`config.mk`:
```
export PLATFORM = sky130hd
export DESIGN_NAME = serial_word_rx
export DESIGN_NICKNAME = d
export VERILOG_FILES = /design/src/rtl/serial_word_rx.sv
export SDC_FILE = /design/constraint.sdc
export NUM_CORES = 1
export LEC_CHECK = 0
export ABC_AREA = 1
export BUFFER_PORTS_ARGS = -buffer_cell sky130_fd_sc_hd__buf_2
export CORE_ASPECT_RATIO = 0.75
export CORE_MARGIN = 2
export CORE_UTILIZATION = 30
export DETAILED_ROUTE_END_ITERATION = 8
export GPL_ROUTABILITY_DRIVEN = 0
export GPL_TIMING_DRIVEN = 0
export PLACE_DENSITY = 0.55
export SLEW_MARGIN = 0
export SYNTH_ARGS = -nofsm -noshare
export SYNTH_HDL_FRONTEND = slang
export SYNTH_SLANG_ARGS = --single-unit
```
`constraint.sdc`:
```
create_clock -name clock -period 3.27 [get_ports clock]
set_input_delay 0.1635 -clock clock [delete_from_list [all_inputs] [get_ports clock]]
set_output_delay 0.1635 -clock clock [all_outputs]
set_load 0.02 [all_outputs]
```
`src/rtl/serial_word_rx.sv`:
```
// Serial-to-parallel word receiver: MSB-first assembly with optional even parity,
// followed by a DEPTH-entry FIFO with a valid/ready output handshake.
module serial_word_rx #(
  parameter int unsigned WIDTH     = 8,
  parameter int unsigned DEPTH     = 4,
  parameter bit          PARITY_EN = 1'b1
) (
  input  logic                     clock,
  input  logic                     reset_n,
  input  logic                     sin,
  input  logic                     sin_valid,
  input  logic                     sof,
  output logic [WIDTH-1:0]         dout,
  output logic                     dout_valid,
  input  logic                     dout_ready,
  output logic [$clog2(DEPTH):0]   fifo_count,
  output logic                     parity_err,
  output logic                     overflow,
  input  logic                     clear_ovf
);

  localparam int unsigned CNT_W = $clog2(WIDTH + 1);
  localparam int unsigned PTR_W = $clog2(DEPTH);
  localparam int unsigned CW    = PTR_W + 1;

  typedef enum logic [1:0] {
    ST_IDLE   = 2'd0,
    ST_DATA   = 2'd1,
    ST_PARITY = 2'd2
  } state_e;

  state_e             state_q, state_d;
  logic [CNT_W-1:0]   cnt_q, cnt_d;
  logic [WIDTH-1:0]   shift_q, shift_d;
  logic               parity_err_q, parity_err_d;

  logic               push;
  logic [WIDTH-1:0]   push_word;

  logic [WIDTH-1:0]   mem_q [DEPTH];
  logic [PTR_W-1:0]   wr_ptr_q, wr_ptr_d;
  logic [PTR_W-1:0]   rd_ptr_q, rd_ptr_d;
  logic [CW-1:0]      count_q, count_d;
  logic [WIDTH-1:0]   dout_q, dout_d;
  logic               dout_valid_q, dout_valid_d;
  logic               overflow_q, overflow_d;

  logic               full;
  logic               pop;
  logic               wr_en;
  logic               drop;

  // Word assembly FSM: next state, shift/count update and completion strobe
  always_comb begin
    state_d      = state_q;
    cnt_d        = cnt_q;
    shift_d      = shift_q;
    parity_err_d = 1'b0;
    push         = 1'b0;
    push_word    = '0;

    if (sin_valid) begin
      if (sof) begin
        // A start marker always restarts, silently discarding any partial word
        state_d = ST_DATA;
        cnt_d   = CNT_W'(1);
        shift_d = WIDTH'(sin);
      end else begin
        case (state_q)
          ST_IDLE: begin
            state_d = ST_IDLE;
          end
          ST_DATA: begin
            shift_d = {shift_q[WIDTH-2:0], sin};
            cnt_d   = cnt_q + CNT_W'(1);
            if (cnt_q == CNT_W'(WIDTH - 1)) begin
              if (PARITY_EN) begin
                state_d = ST_PARITY;
              end else begin
                push      = 1'b1;
                push_word = {shift_q[WIDTH-2:0], sin};
                state_d   = ST_IDLE;
                cnt_d     = '0;
              end
            end
          end
          ST_PARITY: begin
            if (sin == (^shift_q)) begin
              push      = 1'b1;
              push_word = shift_q;
            end else begin
              parity_err_d = 1'b1;
            end
            state_d = ST_IDLE;
            cnt_d   = '0;
          end
          default: begin
            state_d = ST_IDLE;
            cnt_d   = '0;
          end
        endcase
      end
    end
  end

  // FIFO control; the head word is precomputed so dout leaves a register
  always_comb begin
    full  = (count_q == CW'(DEPTH));
    pop   = dout_valid_q & dout_ready;
    wr_en = push & (~full | pop);
    drop  = push & full & ~pop;

    wr_ptr_d = wr_en ? wr_ptr_q + PTR_W'(1) : wr_ptr_q;
    rd_ptr_d = pop ? rd_ptr_q + PTR_W'(1) : rd_ptr_q;

    case ({wr_en, pop})
      2'b10:   count_d = count_q + CW'(1);
      2'b01:   count_d = count_q - CW'(1);
      default: count_d = count_q;
    endcase

    dout_valid_d = (count_d != '0);
    if (count_d == '0) begin
      dout_d = '0;
    end else if (wr_en && (wr_ptr_q == rd_ptr_d)) begin
      dout_d = push_word;
    end else begin
      dout_d = mem_q[rd_ptr_d];
    end

    if (drop) begin
      overflow_d = 1'b1;
    end else if (clear_ovf) begin
      overflow_d = 1'b0;
    end else begin
      overflow_d = overflow_q;
    end
  end

  // State register
  always_ff @(posedge clock or negedge reset_n) begin
    if (!reset_n) begin
      state_q      <= ST_IDLE;
      cnt_q        <= '0;
      shift_q      <= '0;
      parity_err_q <= 1'b0;
      wr_ptr_q     <= '0;
      rd_ptr_q     <= '0;
      count_q      <= '0;
      dout_q       <= '0;
      dout_valid_q <= 1'b0;
      overflow_q   <= 1'b0;
    end else begin
      state_q      <= state_d;
      cnt_q        <= cnt_d;
      shift_q      <= shift_d;
      parity_err_q <= parity_err_d;
      wr_ptr_q     <= wr_ptr_d;
      rd_ptr_q     <= rd_ptr_d;
      count_q      <= count_d;
      dout_q       <= dout_d;
      dout_valid_q <= dout_valid_d;
      overflow_q   <= overflow_d;
    end
  end

  // FIFO storage
  always_ff @(posedge clock or negedge reset_n) begin
    if (!reset_n) begin
      for (int i = 0; i < int'(DEPTH); i++) begin
        mem_q[i] <= '0;
      end
    end else if (wr_en) begin
      mem_q[wr_ptr_q] <= push_word;
    end
  end

  assign dout       = dout_q;
  assign dout_valid = dout_valid_q;
  assign fifo_count = count_q;
  assign parity_err = parity_err_q;
  assign overflow   = overflow_q;

endmodule
```
==> qor.txt <==
fin nets: 408
vias in the first global route: 2556
cell taking the most area after synthesis: dfrtp_1
GR Util All Layers: 14.36%
startpoint types: register
DRC: 0
share of layout cells above drive strength 1: 21.16%
Critical-path top delay cell: dfrtp_1
top-count cell post-synth: nand2_1
WL/cell: 13.46 µm
setup TNS: 0 ns
final hold violation count: 0
Worst Setup End Kind: register
Area Overhead vs Synth: 20.33%
Yosys cell types: 31
Clk Latency, worst-skew pair: 0.33 ns
Worst-path clk slew: 0.05 ns
global-route wire length before repair: 12460 µm
Final Cycle Share: 92.56%
Worst Tran Pin Value: 0.8208 ns
Inserted Clock Buffers: 9
WP data required: 3.48 ns
Area contributors post-synth: dfrtp_1 (51%), nand2_1 (12%), o21ai_1 (5.0%), nor2_1 (4.9%), o21ai_0 (3.4%)
Setup-failing EPs final: 0
Mapped Nets: 369
CTS tree: yes
Gate power share: 32.8%
cell-internal power: 1749 µW
H-tree depth: 3
ant diodes: 0
status: finished, final reports clean
Period minus WS final: 3.027 ns
share of the synthesized area in the top cell type: 51.43%
RSZ-0062 raised after global routing: no
Post-Synthesis Cells: 355
FF-to-FF setup slack: 0.24 ns
Setup Skew: 0.008325 ns
Max IR drop VDD: 265.3 µV
Port Buffer Count: 20
asr flop ratio synth: 100.0%
via density per instance: 4.705
CTS root buf: clkbuf_16
Die ar.: 11220 µm²
main combinational cell family by area after synthesis: simple AND/OR/NAND/NOR gates
die span in x: 121.7 µm
post-synthesis adder-cell area fraction: 3.053%
Synth Area in Simple Gates: 23.26%
Hold Crit Class: primary input to register
worst rel slew slack: 45.28%
routed wire length: 7173 µm
Max Clk Rate: 0.3304 GHz
router iterations before antenna repair: 4
fin util: 36.70%
Core ar.: 10210 µm²
Post-DRT Antenna Nets: 0
Initial Util: 30.50%
Synth Warn #: 0
Crit path top cell by count: nand2_1
complex-gate fraction of the synthesized area: 14.14%
switching share of total power: 35.77%
final hold slack: 0.04264 ns
Seq cells post-synth: 64
Overflow after GRT: 0
Clock Tree Buf Depth: 2
Final HPWL DP: 5124 µm
DRT iter0 DRCs: 143
vias: 2508
Post-Synthesis Cell Area: 3114 µm²
CP Cell Sequence: nand2_1 > inv_1 > nor2_2 > nand2_1 > nand2_1 > nand2_1 > nand3_2 > nand2_2 > nor2_8 > nand2_2 > ha_4 > fa_1 > mux2_2 > or3_1 > buf_4 > nand2_1 > nor2_1
initial antenna violation count: 0
NetSw: 974.1 µW
die height: 92.24 µm
Seq pwr share: 36.3%
CP Class: register to register
post-synthesis sequential area ratio: 51.43%
Pleak: 0.001807 µW
pwr/cell area: 726.7 nW/µm²
EDFF count, synth: 0
I/O pins: 21
Top FF cell, synth: dfrtp_1
post-synthesis mux area share: 0.7232%
xor/xnor cell area share of the yosys netlist: 1.406%
slowest stage delay, CP: 0.43 ns
Slew Viols, Final: 0
clock power share: 30.9%
row count: 32
# fillers: 1073
max_cap viols: 0
maximum fanout along the worst path: 9
total clock sinks: 64
Post-synth top cells: nand2_1 (101), dfrtp_1 (64), nor2_1 (41)
largest net degree at the start of global routing: 65
worst path arrival time: 3.24 ns
Mean Syn Cell Area: 8.772 µm²
## layout make-up
type	count	area, µm²	share of cell area (%)
tap	136	170.2	4.541
sequential	64	1607	42.87
inverter	31	128.9	3.439
timing repair buffer	28	165.2	4.407
multi-input combinational	252	1349	35.99
clock buffer	13	250.2	6.678
buffer	8	72.57	1.937
clock inverter	1	5.005	0.1336
## critical path, delay by kind of cell, from the launching register on
kind | cells | cell delay [ns]
adders and majority gates | 2 | 0.62
buffers and inverters | 2 | 0.24
DFF | 1 | 0.43
muxes | 1 | 0.28
and+or+nand+nor | 12 | 1.35
## power by group through the flow
stage | registers, µW | clock network [µW] | logic [µW]
after floorplan | 1060 | 0 | 572
after global placement | 996 | 0 | 879
after detailed placement | 1000 | 0 | 883
after CTS | 989 | 866 | 889
after global routing | 1000 | 904 | 1020
final | 989 | 842 | 893
## what timing repair did
item,CTS,global route
gates cloned,0,0
buffers inserted,1,6
endpoints found under the hold margin,64,0
pin swaps,1,0
hold buffers,1,0
endpoints found under the setup margin,8,9
gates resized for setup,1,16
## per-layer routing
layer  vias up  GRT usage, %  wire length, µm
met5         -             0                0
met1      1202         19.80             3665
li1       1247             -                -
met3        10         5.162              374
met2        49         21.11             3035
met4         0         4.215               97
## layout by cell type, fill, tap and decap left out, drive strengths merged, types with 4 or more instances in the layout
master,count
a21oi,5
buf,34
clkbuf,14
dfrtp,64
ha,6
inv,31
nand2,103
nand3,11
nor2,42
o21ai,55
o22a,8
o22ai,7
xor2,4
## state kept, by name, indices dropped and copies added, names as in the netlist
name	cells
mem_q	32
dout	8
shift_q	8
cnt_q	4
fifo_count	3
rd_ptr_q	2
state_q	2
wr_ptr_q	2
dout_valid	1
overflow	1
parity_err	1
## metrics by stage
step | instances | setup slack (ns) | total power [µW] | area [µm²]
after floorplan | 355 | 0.3570 | 1630 | 3114
after global placement | 511 | -0.01185 | 1875 | 3385
after detailed placement | 511 | -0.06244 | 1884 | 3387
after CTS | 527 | 0.05688 | 2744 | 3662
after global routing | 533 | 0.009718 | 2932 | 3747
final | 533 | 0.2432 | 2723 | 3747
## logic make-up after synthesis
| family | count (synthesis) |
|---|---|
| AND/OR/NAND/NOR | 161 |
| AO/OA/AOI/OAI | 77 |
| XOR/XNOR | 5 |
| adder cells (fa/ha/maj) | 7 |
| flip-flops | 64 |
| multiplexers | 2 |
| buffers and inverters | 39 |
## worst paths after layout
check                           start     endpoint  depth (start not counted)
max in group asynchronous     reset_n   shift_q[4]                          2
min in group asynchronous     reset_n  rd_ptr_q[0]                          2
hold reg to reg              mem_q[0]     mem_q[0]                          2
hold / removal              clear_ovf     overflow                          2
setup / recovery           shift_q[1]      dout[2]                         17
setup reg to reg           shift_q[1]      dout[2]                         17
No activity file was read; power rests on OpenSTA's default activity.
